===== src/rtl/dmem_arbiter_pkg.sv =====
// rtl/dmem_arbiter_pkg.sv - shared encodings for the data-memory arbiter
package dmem_arbiter_pkg;

    // Access size codes, identical to the MEM-stage BYTE/HALF/WORD codes
    localparam logic [1:0] SIZE_BYTE = 2'b00;
    localparam logic [1:0] SIZE_HALF = 2'b01;
    localparam logic [1:0] SIZE_WORD = 2'b10;

    typedef enum logic [1:0] {
        ST_IDLE = 2'd0,
        ST_BUSY = 2'd1,
        ST_RESP = 2'd2
    } state_t;

    typedef enum logic {
        OWN_IF = 1'b0,
        OWN_D  = 1'b1
    } owner_t;

    // A halfword must sit on an even address, a word on a multiple of four
    function automatic logic is_misaligned(input logic [1:0] size, input logic [1:0] addr_lo);
        return ((size == SIZE_HALF) && addr_lo[0]) ||
               ((size == SIZE_WORD) && (addr_lo != 2'b00));
    endfunction

endpackage


===== src/rtl/dmem_arb_prio.sv =====
// rtl/dmem_arb_prio.sv - data-first grant decision with fetch anti-starvation counter
module dmem_arb_prio #(
    parameter int DATA_BURST_MAX = 4
) (
    input  logic clk,
    input  logic rst,
    input  logic arb_en,
    input  logic if_req,
    input  logic d_req,
    output logic grant_d,
    output logic grant_if
);

    logic [3:0] burst_cnt;

    // Data wins unless fetch has waited through a full burst of data grants
    always_comb begin
        grant_d  = arb_en && d_req && (!if_req || (burst_cnt < 4'(DATA_BURST_MAX)));
        grant_if = arb_en && if_req && !grant_d;
    end

    // Count data grants taken while fetch is pending; any other grant clears it
    always_ff @(posedge clk) begin
        if (rst) begin
            burst_cnt <= 4'd0;
        end else if (grant_d) begin
            if (if_req) begin
                burst_cnt <= (burst_cnt == 4'hF) ? burst_cnt : burst_cnt + 4'd1;
            end else begin
                burst_cnt <= 4'd0;
            end
        end else if (grant_if) begin
            burst_cnt <= 4'd0;
        end
    end

endmodule


===== src/rtl/dmem_arbiter.sv =====
// rtl/dmem_arbiter.sv - shares the data-memory port between fetch and the MEM stage
module dmem_arbiter
    import dmem_arbiter_pkg::*;
#(
    parameter int DATA_BURST_MAX = 4
) (
    input  logic        clk,
    input  logic        rst,
    input  logic        if_req,
    input  logic [31:0] if_addr,
    output logic [31:0] if_rdata,
    output logic        if_done,
    input  logic        d_req,
    input  logic        d_write,
    input  logic [1:0]  d_size,
    input  logic [31:0] d_addr,
    input  logic [31:0] d_wdata,
    output logic [31:0] d_rdata,
    output logic        d_done,
    output logic        d_err,
    output logic        mem_mreq,
    output logic        mem_write,
    output logic [1:0]  mem_access_size,
    output logic [31:0] mem_addr,
    output logic [31:0] mem_wr_data,
    input  logic [31:0] mem_rd_data,
    input  logic        mem_ack
);

    state_t      state;
    state_t      next_state;
    owner_t      owner;
    logic        lat_write;
    logic [1:0]  lat_size;
    logic [31:0] lat_addr;
    logic [31:0] lat_wdata;
    logic        lat_err;
    logic [31:0] if_rdata_q;
    logic [31:0] d_rdata_q;
    logic        grant_d;
    logic        grant_if;
    logic        d_misaligned;

    assign d_misaligned = is_misaligned(d_size, d_addr[1:0]);

    dmem_arb_prio #(
        .DATA_BURST_MAX(DATA_BURST_MAX)
    ) u_prio (
        .clk      (clk),
        .rst      (rst),
        .arb_en   (state == ST_IDLE),
        .if_req   (if_req),
        .d_req    (d_req),
        .grant_d  (grant_d),
        .grant_if (grant_if)
    );

    // Address/size come straight from the latched transaction so they hold between cycles
    assign mem_addr        = lat_addr;
    assign mem_access_size = lat_size;
    assign if_rdata        = if_rdata_q;
    assign d_rdata         = d_rdata_q;

    // State register
    always_ff @(posedge clk) begin
        if (rst) begin
            state <= ST_IDLE;
        end else begin
            state <= next_state;
        end
    end

    // Next state and memory/response strobes
    always_comb begin
        next_state  = state;
        mem_mreq    = 1'b0;
        mem_write   = 1'b0;
        mem_wr_data = 32'd0;
        if_done     = 1'b0;
        d_done      = 1'b0;
        d_err       = 1'b0;
        case (state)
            ST_IDLE: begin
                if (grant_d) begin
                    next_state = d_misaligned ? ST_RESP : ST_BUSY;
                end else if (grant_if) begin
                    next_state = ST_BUSY;
                end
            end
            ST_BUSY: begin
                mem_mreq    = 1'b1;
                mem_write   = lat_write;
                mem_wr_data = lat_write ? lat_wdata : 32'd0;
                if (mem_ack) begin
                    next_state = ST_RESP;
                end
            end
            ST_RESP: begin
                next_state = ST_IDLE;
                if_done    = (owner == OWN_IF);
                d_done     = (owner == OWN_D);
                d_err      = (owner == OWN_D) && lat_err;
            end
            default: begin
                next_state = ST_IDLE;
            end
        endcase
    end

    // Latch the granted transaction and capture read data on acknowledge
    always_ff @(posedge clk) begin
        if (rst) begin
            owner      <= OWN_IF;
            lat_write  <= 1'b0;
            lat_size   <= 2'b00;
            lat_addr   <= 32'd0;
            lat_wdata  <= 32'd0;
            lat_err    <= 1'b0;
            if_rdata_q <= 32'd0;
            d_rdata_q  <= 32'd0;
        end else begin
            if (grant_d) begin
                owner     <= OWN_D;
                lat_write <= d_write;
                lat_size  <= d_size;
                lat_addr  <= d_addr;
                lat_wdata <= d_wdata;
                lat_err   <= d_misaligned;
            end else if (grant_if) begin
                owner     <= OWN_IF;
                lat_write <= 1'b0;
                lat_size  <= SIZE_WORD;
                lat_addr  <= if_addr;
                lat_wdata <= 32'd0;
                lat_err   <= 1'b0;
            end
            if ((state == ST_BUSY) && mem_ack) begin
                if (owner == OWN_IF) begin
                    if_rdata_q <= mem_rd_data;
                end else begin
                    d_rdata_q <= lat_write ? 32'd0 : mem_rd_data;
                end
            end
        end
    end

endmodule


===== config.mk =====
export PLATFORM = sky130hd
export DESIGN_NAME = dmem_arbiter
export DESIGN_NICKNAME = d
export VERILOG_FILES = /design/src/rtl/dmem_arbiter_pkg.sv /design/src/rtl/dmem_arb_prio.sv /design/src/rtl/dmem_arbiter.sv
export SDC_FILE = /design/constraint.sdc
export NUM_CORES = 1
export LEC_CHECK = 0
export BUFFER_PORTS_ARGS = -buffer_cell sky130_fd_sc_hd__clkbuf_2
export CAP_MARGIN = 20
export CELL_PAD_IN_SITES_DETAIL_PLACEMENT = 1
export CELL_PAD_IN_SITES_GLOBAL_PLACEMENT = 1
export CORE_MARGIN = 4
export CORE_UTILIZATION = 38
export CTS_BUF_LIST = sky130_fd_sc_hd__clkbuf_8
export CTS_CLUSTER_SIZE = 25
export DETAILED_ROUTE_END_ITERATION = 16
export GPL_TIMING_DRIVEN = 0
export PLACE_DENSITY = 0.89
export SLEW_MARGIN = 30
export SYNTH_ARGS = -nofsm -noshare
export SYNTH_HDL_FRONTEND = slang
export SYNTH_SLANG_ARGS = --single-unit

===== constraint.sdc =====
create_clock -name clk -period 3.9 [get_ports clk]
set_clock_uncertainty 0.2 [all_clocks]
set_input_delay 0.195 -clock clk [delete_from_list [all_inputs] [get_ports clk]]
set_output_delay 0.195 -clock clk [all_outputs]
set_load 0.02 [all_outputs]

==> results list, run 1 <==
* Remaining global-route overflow: 0
- In this design, the stage delay of the slowest critical-path cell is 0.50 ns.
* Proportion of synthesized chip area in sequential cells: 44.5%
- Net switching power of the design: 0.00123 W
* Row count: 46
- Number of port buffers: 269
- Max_cap viols: 0
* Yosys Warn Count: 0
* Min-Delay Path Class: in -> reg
- Minimum period implied by the final worst setup slack: 2.72 ns
- Result of the run: completed
- Total global routing track utilization: 32.1%
- Grouping stages by cell kind, the critical path spends the most delay in buffers and inverters.
* Switching share of power: 31.7%
- Initial Util: 39.1%
- Internal cell power: 0.00266 W
- Worst setup path category: reg -> out
- Final setup violating endpoints: 0
- At the worst endpoint, the arrival time is 2.33 ns.
- Post-route clock period utilization: 69.8%
- The detailed router finished its first iteration with 396 violations.
* Post-layout util: 59.6%
- Cells resized by post-CTS repair: 0
- Maximum count of clock buffers along a single path: 2
- Clock-pin slew was measured on the worst setup and hold paths at 0.09 ns.
- The total count of hold-check failures in the final report came to 0.
- Final Net Count: 1270
- Maximum fanout count along the critical path: 10
- Worst Path Buf+Inv: 3
- Maximum number of pins on one net before global-route repair: 17
- Total power per unit cell area: 408 mW/mm²
* Total Routed Length: 30100 µm
- The synthesized design spends more area on one cell type than any other, namely dfxtp_1.
- When the netlist entered floorplanning its net count stood at 861.
* Die height: 136 µm
* Clock Sinks: 139
- In this run, the combinational gates consume 24.2% of the power.
* Unique cell type count in the Yosys netlist: 42
- Leakage: 4.16 nW
- HPWL after DPL: 17800 µm
- Total length of routed met3 wires: 1940 µm
- After clock tree synthesis, the flow added hold-fix buffers numbering 121.
* Deepest level of the CTS H-tree: 4
- Number of synthesized flops with an enable pin: 0
- Across the VDD grid, the largest voltage drop is 0.228 mV.
- Global-route wire length before repair: 46300 µm
- Die boundary width: 136 µm
* Number of instances in the synthesized netlist: 724
* Cell types with the largest area share after synthesis: dfxtp_1, a21oi_1, a2111oi_2
* Area fraction of the dominant cell type after synthesis: 44.5%
- CTS tree: yes
* Antenna violations before repair: 1
* Category of the worst setup path launch point: flop
- For the pin with the worst max-slew slack, the measured transition is 0.823 ns.
- Required time worst endpoint: 3.50 ns
- Vias in the first global route: 8315
- Among all stages on the critical path, the largest delay is contributed by nor2b_1.
- STA classifies the critical path endpoint as a primary output.
- 271 I/O pins were placed.
- Routability-driven placement finished with a final weighted congestion of 0.814.
* Die area: 0.0186 mm²
- Sequential fraction of design power: 40.6%
* Cell-by-cell trace of the critical path: buf_4 -> nor2b_1 -> clkbuf_1 -> and3_1 -> clkbuf_2
* Achievable frequency: 0.368 GHz
- In the routed design, unresolved DRC markers number 0.
* Final Total Pwr: 0.00389 W
- Num CTS Buffers: 17
* Buffer cell driving the clock tree root: clkbuf_8
- The post-route netlist has 34.8% of its cells at a drive strength greater than 1.
* Dominant synthesized flop cell: dfxtp_1
- After detailed routing, the wire length on met1 is 11100 µm.
* Average size of a mapped cell: 8.64 µm²
- Area of placed instances: 0.00787 mm²
* Met2 wire length: 15700 µm
- Setup repair after global routing left no endpoint under its margin.
* Top cell types by occurrence after synthesis: dfxtp_1, a21oi_1, nand2_1, nor3_1
- The detail route stage leaves a number of antenna-violating nets equal to 0.
- The first TritonRoute pass finished after 5 iterations.
* DR WL/cell: 22.1 µm
* Flip-flop and latch count after synthesis: 139
* P&R area growth vs syn: 52.5%
- Final sum of negative setup slack: 0 ns
- Post CTS Setup Buffer Count: 0
- By instance count, the leading cell after synthesis is dfxtp_1.
* Post-Layout Inst Area: 0.00954 mm²
- The clock network is responsible for 35.3% of the overall power.
* Skew-Pair Late Insertion Delay: 0.46 ns
- In this run the tightest slew margin relative to its limit is 45.1%.
- The region available for standard cell placement spans 0.0160 mm².
- Mapped Area: 0.00626 mm²
- Dividing the detail-routed via count by the number of cells gives 5.63.
- Highest routed metal layer: met4
- After synthesis, the share of flip-flops with an asynchronous set or reset is 0%.
* Max-slew violation count: 0
- Summing over every cut layer, the via total after detailed routing is 7672.
==> final timing paths <==
path               start         endpoint  slack [ns]  cells after the start
max             state[0]  mem_wr_data[20]        1.18                      5
min          if_addr[13]     mem_addr[13]        0.02                      3
max reg2reg     state[0]     mem_addr[19]        1.44                      6
min reg2reg   d_rdata[2]       d_rdata[2]        0.26                      2
==> cell usage in the layout (no fill, tap or decap), types with 4 or more instances in the layout <==
master and n:
a2111oi_0 4, a2111oi_2 28, a21oi_1 134, and3_1 33, buf_2 25, buf_4 12
buf_6 8, bufinv_16 4, clkbuf_1 38, clkbuf_2 269, clkbuf_8 21, dfxtp_1 139
dlygate4sd3_1 121, nand2_1 97, nand3_1 35, nand3b_1 32, nor3_1 45, nor3_2 21
o21ai_0 38
==> tightest hold or removal path, cell delays in order <==
cell       delay [ns]
clkbuf_2         0.08
nor3_1           0.23
a2111oi_2        0.11
==> through the flow <==
stage,cells,setup slack [ns],hold slack [ns]
final,1363,1.18,0.0157
after global routing,1363,0.969,0.0247
after CTS,1362,1.23,0.000616
after detailed placement,1209,1.74,0.242
after global placement,1209,1.73,0.237
after floorplan,724,2.17,0.131
==> power by group through the flow <==
stage          logic (W)  registers, W  clock network (W)
2_1_floorplan   0.000406       0.00167                  0
3_3_place_gp    0.000752       0.00160                  0
3_5_place_dp    0.000770       0.00160                  0
4_1_cts         0.000892       0.00157            0.00137
5_1_grt          0.00100       0.00159            0.00143
6_report        0.000941       0.00158            0.00137
==> state kept, by name, indices dropped and copies added (netlist names) <==
signal	count
lat_write	1
u_prio.burst_cnt	4
mem_addr	32
state	2
owner	1
d_rdata	32
lat_wdata	32
lat_err	1
if_rdata	32
mem_access_size	2
==> final cells by class <==
cell class                 instances  area [µm²]
tap                              216         270
buffer                            83         448
clock inverter                    11         166
sequential                       139        2780
antenna                            1        2.50
fill                            1956        6460
inverter                           1        3.75
clock buffer                      21         289
timing repair buffer             390        2560
multi-input combinational        501        3020
==> per-layer routing <==
layer,vias to the layer above,GRT usage (%)
met5,-,0
met4,0,15.5
met3,105,7.62
met2,374,58.6
met1,3774,34.5
li1,3419,-
==> logic make-up after synthesis <==
family	count (synthesis)	share of synthesized area (%)
simple gates	286	25.8
buf+inv	84	7.22
compound gates	213	22.2
flops	139	44.5
xor+xnor	1	0.140
fa+ha+maj	1	0.200
(Power assumes the default switching activity.)
==> inputs of run 2 (changes only) <==
--- a/config.mk
+++ b/config.mk
@@ -5,17 +5,18 @@
 export SDC_FILE = /design/constraint.sdc
 export NUM_CORES = 1
 export LEC_CHECK = 0
+export ABC_AREA = 1
 export BUFFER_PORTS_ARGS = -buffer_cell sky130_fd_sc_hd__clkbuf_2
 export CAP_MARGIN = 20
 export CELL_PAD_IN_SITES_DETAIL_PLACEMENT = 1
 export CELL_PAD_IN_SITES_GLOBAL_PLACEMENT = 1
 export CORE_MARGIN = 4
-export CORE_UTILIZATION = 38
+export CORE_UTILIZATION = 30
 export CTS_BUF_LIST = sky130_fd_sc_hd__clkbuf_8
 export CTS_CLUSTER_SIZE = 25
 export DETAILED_ROUTE_END_ITERATION = 16
 export GPL_TIMING_DRIVEN = 0
-export PLACE_DENSITY = 0.89
+export PLACE_DENSITY = 0.8
 export SLEW_MARGIN = 30
 export SYNTH_ARGS = -nofsm -noshare
 export SYNTH_HDL_FRONTEND = slang
==> constraint.sdc (replaced) <==
create_clock -name clk -period 2.44 [get_ports clk]
set_clock_uncertainty 0.2 [all_clocks]
set_input_delay 0.122 -clock clk [delete_from_list [all_inputs] [get_ports clk]]
set_output_delay 0.122 -clock clk [all_outputs]
set_load 0.02 [all_outputs]
==> run 2 against run 1 <==
Compared with the run above: core utilization shrank 11 points; sequential share of layout area up 0.72 points; combinational power rose by 48%; final area shrank 2.4%; via count down 7.7%; clock-buffer cell count decreased by 1; sequential cell count is the same; critical path depth increased by 3; synthesized cell count up 11%; register-to-register slack worse by 1.3 ns; setup slack lost 1.0 ns; largest power group unchanged.
==> results list, run 2 <==
- The run finished with clean final reports.
* Min-Delay Endpoint: lat_wdata[9]
* Setup repair after global routing missed its margin: true
- Most numerous cell in the Yosys netlist: nand2_1
- The number of cells on the worst reg-to-reg path is 7.
- In this run, distinct cell masters in the synthesized netlist total 23.
- Mapped Area: 0.00587 mm²
- Across all hold checks on the routed design, the worst slack comes to 0.262 ns.
- The tool flagged a number of max-cap violations equal to 0.
* Hold Path Depth: 4
- Number of instances in the synthesized netlist: 806
* Global-route wire length before repair: 41000 µm
- Num CTS Buffers: 17
* Number of synthesized flops with an enable pin: 0
- Final Net Count: 1367
- At the worst endpoint, the required time is 2.57 ns.
- For the pin with the worst max-slew slack, the measured transition is 0.859 ns.
- The cell sitting at the root of the clock tree is a clkbuf_8.
- Hold violation count in the final report: 0
- Post-layout util: 49.1%
- Library cell with the largest summed area after synthesis: dfxtp_1
* CTS tree: yes
- Source of the worst hold timing path: d_wdata[9]
* Detailed-router iteration count before antenna repair: 4
- For the final routed database, the setup TNS stands at 0 ns.
- Average size of a mapped cell: 7.28 µm²
* Clock Sinks: 139
- CP Data Arrival Time: 2.42 ns
- Top cell types by occurrence after synthesis: nand2_1, dfxtp_1, a21oi_1, nor2_1, o21ai_0
- The worst register-to-register path has a setup slack of 0.18 ns.
- Number of port buffers: 270
- Dominant synthesized flop cell: dfxtp_1
* Vias post-DR: 7083
- In this run the critical register-to-register path is launched from state[1].
* Achievable frequency: 0.436 GHz
- Total Routed Length: 25900 µm
- Using the TritonRoute via totals, the vias-per-cell ratio works out to 4.71.
* Area fraction of the dominant cell type after synthesis: 47.4%
* Yosys Warn Count: 0
- Synthesis produced a netlist with a net count of 943.
- The congestion estimate from routability-driven global placement came to 0.781.
- In this run the power density over the cells is 628 mW/mm².
* Worst max-slew margin expressed relative to the limit: 42.7%
- Final setup violating endpoints: 0
* Cell types with the largest area share after synthesis: dfxtp_1, nand2_1, a21oi_1
- Once detail routing completed, the nets flagged for antenna violations numbered 0.
- The worst setup path is captured at a flop.
- The number of max-slew violations in the final report is 0.
- Skew-Pair Late Insertion Delay: 0.44 ns
- From left edge to right edge, the die measures 148 µm.
- Cell-by-cell trace of the critical path: dlygate4sd3_1 -> clkbuf_2 -> o21ai_2 -> inv_2 -> clkbuf_2 -> o21ai_0 -> a21oi_1 -> dlygate4sd3_1
- Final Total Pwr: 0.00585 W
- In this run the worst path has a maximum fanout of 10.
* Worst-case setup margin in the final layout: 0.148 ns
* Share of final-layout standard cells stronger than drive strength 1: 29.4%
- In this run the standard cell core region covers 0.0190 mm².
* DR WL/cell: 17.2 µm
- Antenna violations before repair: 2
- No sink is reached through more buffers than the 2 on the longest clock path.
- Most frequent cells in the layout: clkbuf_2, nand2_1, dfxtp_1, dlygate4sd3_1, a21oi_1
- Post CTS Setup Buffer Count: 0
- The area growth from synthesis to layout is 58.7%.
- Reg-to-Reg End: mem_addr[6]
* Commonest non-fill, non-tap cell in the layout: clkbuf_2
- The initialized floorplan defines 50 standard-cell rows.
- Fraction of registers with async set or reset after synthesis: 0%
* Deepest level of the CTS H-tree: 4
- Initial Util: 31.0%
* Setup slack at placement: 0.554 ns
- Flip-flop and latch count after synthesis: 139
- After layout, the minimum clock period comes to 2.29 ns.
- The HPWL after detailed placement is 16400 µm.
* Number of placed I/O pins: 271
* Vias in the first global route: 7769
- Die area: 0.0219 mm²
- Maximum number of pins on one net before global-route repair: 17
- Clock transition at the registers of the reported paths: 0.08 ns
- Worst-path cell with the longest stage delay: dlygate4sd3_1
- Min-Delay Path Class: in -> reg
* Post-route clock period utilization: 93.9%
- Summed over all layers, the global routing overflow is 0.
* Proportion of synthesized chip area in sequential cells: 47.4%
- In the global route stage, overall resource usage came out at 23.5%.
- In this run the static leakage power is 4.26 nW.
- In this design, the stage delay of the slowest critical-path cell is 0.60 ns.
- Across the VDD grid, the largest voltage drop is 0.298 mV.
* Category of the worst setup path launch point: input pin
- Worst setup path category: in -> reg
* Drt first-iter violations: 214
* Count of unresolved DRC violations after routing: 0
* Die height: 148 µm
[run 2: changes by cell type in the layout (fill, tap and decap cells not counted), moves of 31 or more]
cell and delta:
nor2_1 +102, nand2_1 +82, inv_1 +71, o21ai_0 +57, nor3_1 -41, and3_1 -33, nand3b_1 -32, nand3_1 -31
[run 2: how the worst max path moves through the flow]
stage	cells past startpoint	endpoint	slack (ns)	startpoint
2_1_floorplan	5	mem_wr_data[10]	0.86	state[0]
3_3_place_gp	5	mem_write	0.54	lat_write
3_5_place_dp	5	mem_write	0.55	lat_write
4_1_cts	8	mem_addr[25]	0.008	rst
5_1_grt	8	mem_addr[13]	-0.0005	if_req
6_report	8	mem_addr[13]	0.15	if_req
[run 2: cell families after synthesis]
kind of cell               count (synthesis)  synth area share, %
buffers and inverters                    133                 9.75
adders and majority gates                  1                0.213
and+or+nand+nor                          326                 24.8
xor gates and xnor gates                   1                0.149
AOI/OAI and AO/OA                        206                 17.6
DFF                                      139                 47.4
[run 2: final cells by class]
class,instances,area [µm²]
Antenna cell,2,5.00
Buffer,56,293
Clock buffer,20,275
Clock inverter,11,120
Fill cell,2404,9640
Inverter,76,285
Multi-Input combinational cell,534,2510
Sequential cell,139,2780
Tap cell,260,325
Timing Repair Buffer,406,2710
[run 2: layer usage]
| layer | vias up | track usage [%] | wire length [µm] |
|---|---|---|---|
| met5 | - | 0 | 0 |
| met4 | 0 | 8.45 | 733 |
| met3 | 52 | 5.98 | 1600 |
| met2 | 249 | 44.0 | 13800 |
| met1 | 3372 | 25.6 | 9830 |
| li1 | 3410 | - | - |
[run 2: stage by stage]
step	cell area, µm²	std cells
global route	9310	1504
CTS	9300	1503
floorplan	5870	806
finish	9310	1504
global placement	7540	1336
detailed placement	7540	1336
[run 2: critical path: cells and delay by family]
| family | cells | cell delay, ns |
|---|---|---|
| compound gates | 3 | 0.60 |
| buf+inv | 5 | 1.70 |
[run 2: timing repair]
action | in CTS | in global routing
hold endpoints to repair | 137 | 0
gates resized for setup | 0 | 16
setup endpoints to repair | 0 | 30
hold buffers | 136 | 0
[run 2: report_power, final]
group	switching (W)	internal, W
Combinational	0.000827	0.000565
Clock	0.000927	0.000981
Sequential	0.000103	0.00244
Total	0.00186	0.00399
==> inputs of run 3 (changes only) <==
--- a/config.mk
+++ b/config.mk
@@ -11,13 +11,14 @@
 export CELL_PAD_IN_SITES_DETAIL_PLACEMENT = 1
 export CELL_PAD_IN_SITES_GLOBAL_PLACEMENT = 1
 export CORE_MARGIN = 4
-export CORE_UTILIZATION = 30
+export CORE_UTILIZATION = 29
 export CTS_BUF_LIST = sky130_fd_sc_hd__clkbuf_8
 export CTS_CLUSTER_SIZE = 25
 export DETAILED_ROUTE_END_ITERATION = 16
 export GPL_TIMING_DRIVEN = 0
-export PLACE_DENSITY = 0.8
+export PLACE_DENSITY = 0.78
 export SLEW_MARGIN = 30
 export SYNTH_ARGS = -nofsm -noshare
 export SYNTH_HDL_FRONTEND = slang
+export SYNTH_HIERARCHICAL = 1
 export SYNTH_SLANG_ARGS = --single-unit
==> run 3 against run 2 <==
Compared with the run above: combinational power up 39%; core utilization down 2.2 points; sequential share of layout area down 0.56 points; sequential cell count unchanged; routed wire length up 1.4%; first-iteration DRC count down 14%; critical path type is now reg -> reg; largest cell class unchanged; largest power group unchanged.
==> results list, run 3 <==
- TritonCTS built the clock tree.
- Antenna violations before repair: 2
* Average size of a mapped cell: 6.74 µm²
* Area share of fa/ha/maj cells after synthesis: 0.210%
- Post-Syn Nets: 1020
* Simple-gate share of the synthesized area: 33.1%
* Most frequent cells in the layout: nand2_1, clkbuf_2, dlygate4sd3_1, dfxtp_1, nor2_1
- Yosys Warn Count: 6
* Drt first-iter violations: 184
- The most used flip-flop cell after synthesis is dfxtp_1.
* Post-route clock period utilization: 92.4%
* Result of the run: completed
- Once detail routing completed, the nets flagged for antenna violations numbered 0.
- Critical path capture point type: flop
- The via count of the first global-routing pass came to 7932.
- Number of synthesized flops with an enable pin: 0
- IR analysis of the VDD net gives a maximum drop of 0.302 mV.
- In the synthesized netlist the async set-or-reset flop fraction comes to 0%.
- Leaving out fill and tap cells, the most frequent cell in the layout is nand2_1.
- Sorting the synthesized cells by area gives the leading types as dfxtp_1, nand2_1, nor2_1.
- Setup violations remaining at the end of the flow were counted as 0.
- Maximum fanout count along the critical path: 10
- After detailed routing, the number of remaining DRC violations is 0.
- Number of vias per cell after detailed routing: 4.55
- Achievable frequency: 0.444 GHz
* Global-route wire length before repair: 40800 µm
* Number of instances in the synthesized netlist: 883
- CP Data Arrival Time: 2.41 ns
* Clock Sinks: 139
- The routed design has 26300 µm of wire.
* Hold violation count in the final report: 0
* Maximum count of clock buffers along a single path: 2
- Min-Delay Path Class: in -> reg
* Cell Count Post-Placement: 1423
* Top cell types by occurrence after synthesis: nand2_1, dfxtp_1, nor2_1, inv_1, a21oi_1
- Clock-pin slew was measured on the worst setup and hold paths at 0.10 ns.
- Dividing total power by cell area gives a power density of 707 mW/mm².
- For this run, the register share of the synthesized area comes to 46.7%.
* Skew-Pair Late Insertion Delay: 0.44 ns
- The final layout contains 1448 nets.
- Relative to the synthesized area, the layout overhead comes to 59.3%.
* Maximum number of pins on one net before global-route repair: 17
- Vias post-DR: 7262
* Proportion of synthesized area in mux cells: 0%
- The synthesized design contains 139 register bits.
- Of the total synthesized cell area, the portion taken by XOR and XNOR cells is 0%.
- Setup repair after global routing missed its margin: false
- Detailed placement ended at an HPWL of 17100 µm.
- Die height: 151 µm
- The clock tree synthesis step divided the H-tree into 4 levels.
- Share of final-layout standard cells stronger than drive strength 1: 27.9%
* Unique cell type count in the Yosys netlist: 28
* Final GP Congestion: 0.815
- Minimum period implied by the final worst setup slack: 2.25 ns
- By instance count, the leading cell after synthesis is nand2_1.
- Number of port buffers: 270
* Max-slew violation count: 0
- Category of the worst setup path launch point: flop
- Share of the synthesized area in compound gates (AO/OA/AOI/OAI): 9.71%
- Headroom to the max-slew limit came out at 51.8%.
* Die boundary width: 151 µm
- Required time worst endpoint: 2.60 ns
* Mapped Area: 0.00595 mm²
* Count of placed standard cells in the final layout, fillers left out: 1596
* Initial Util: 29.4%
- Summed over all cells, the static leakage comes to 4.70 nW.
- The region available for standard cell placement spans 0.0202 mm².
* Max_cap viols: 0
* Transition time at the pin with the least slew margin: 0.723 ns
- Number of placed I/O pins: 271
- Detailed-router iteration count before antenna repair: 4
- After synthesis, the largest family of logic cells by area is simple AND/OR/NAND/NOR gates.
- Across every metal layer, demand over resource in global routing totals 22.7%.
* Num CTS Buffers: 17
* Library cell with the largest summed area after synthesis: dfxtp_1
- Setup total negative slack on the finished layout was measured at 0 ns.
* Remaining global-route overflow: 0
- The initialized floorplan defines 52 standard-cell rows.
- Worst setup path category: reg -> reg
- Dividing the detail-routed wire length by the instance count gives 16.5 µm.
- Buffer cell driving the clock tree root: clkbuf_8
* Area fraction of the dominant cell type after synthesis: 46.7%
- The die covers 0.0229 mm².
## run 3: kinds of logic (layout without fill, tap and decap cells)
| logic type | count (synthesis) | count (layout) |
|---|---|---|
| compound gates | 107 | 107 |
| simple gates | 495 | 495 |
| other cells | 0 | 2 |
| buf+inv | 141 | 582 |
| flops | 139 | 139 |
| fa+ha+maj | 1 | 1 |
## run 3: repair_timing
action	4_1_cts	5_1_grt
setup buffers	0	0
endpoints found under the hold margin	138	0
setup endpoints to repair	0	48
gates resized for setup	0	5
hold buffers	140	0
## run 3: through the flow
step | util (%) | instance area (µm²) | setup WS, ns | power, W | hold WS [ns]
after floorplan | - | 5950 | 0.623 | 0.00375 | -0.00893
after global placement | 37.8 | 7640 | 0.0899 | 0.00437 | 0.149
after detailed placement | 37.8 | 7640 | 0.0128 | 0.00441 | 0.155
after CTS | 46.8 | 9480 | 0.0124 | 0.00671 | 0.226
after global routing | 46.9 | 9490 | 0.00516 | 0.00709 | 0.252
final | 46.9 | 9490 | 0.187 | 0.00671 | 0.251
## run 3: final cells by class
class	instances	area, µm²
Inverter	86	327
Multi-Input combinational cell	603	2570
Tap cell	270	338
Clock buffer	18	248
Timing Repair Buffer	410	2750
Clock inverter	14	185
Buffer	54	282
Antenna cell	2	5.00
Sequential cell	139	2780
Fill cell	2608	10700
## run 3: metal layers
layer  up-vias  global-route usage, %  part of all wire (%)
li1       3551                      -                     -
met1      3399                   24.9                    41
met2       262                   41.3                    49
met3        50                   6.52                   7.5
met4         0                   8.02                   2.6
met5         -                      0                     0
## run 3: worst max-delay path, cell delays in order, from the launching register on
cell and delay, ns:
dfxtp_1 0.37, nor2_4 0.20, nand2_2 0.11, inv_2 0.08, nand2_1 0.07, nand3_1 0.09, inv_1 0.08, nor2_4 0.23
buf_4 0.24, buf_2 0.24, nand2_1 0.09, a21oi_1 0.17
## run 3: final timing paths
| kind | start | end | slack, ns | cells after the start |
|---|---|---|---|---|
| worst max register to register | state[1] | lat_wdata[22] | 0.19 | 11 |
| worst min-delay path | d_wdata[21] | lat_wdata[21] | 0.25 | 4 |
| worst min register to register | d_rdata[9] | d_rdata[9] | 0.27 | 2 |
| worst max-delay path | state[1] | lat_wdata[22] | 0.19 | 11 |
## run 3: power by group
part	switching (W)	leakage (nW)	internal [W]
Clock	0.00104	0.219	0.00107
Combinational	0.00123	3.34	0.000701
Sequential	0.000158	1.13	0.00251
Total	0.00243	4.70	0.00428
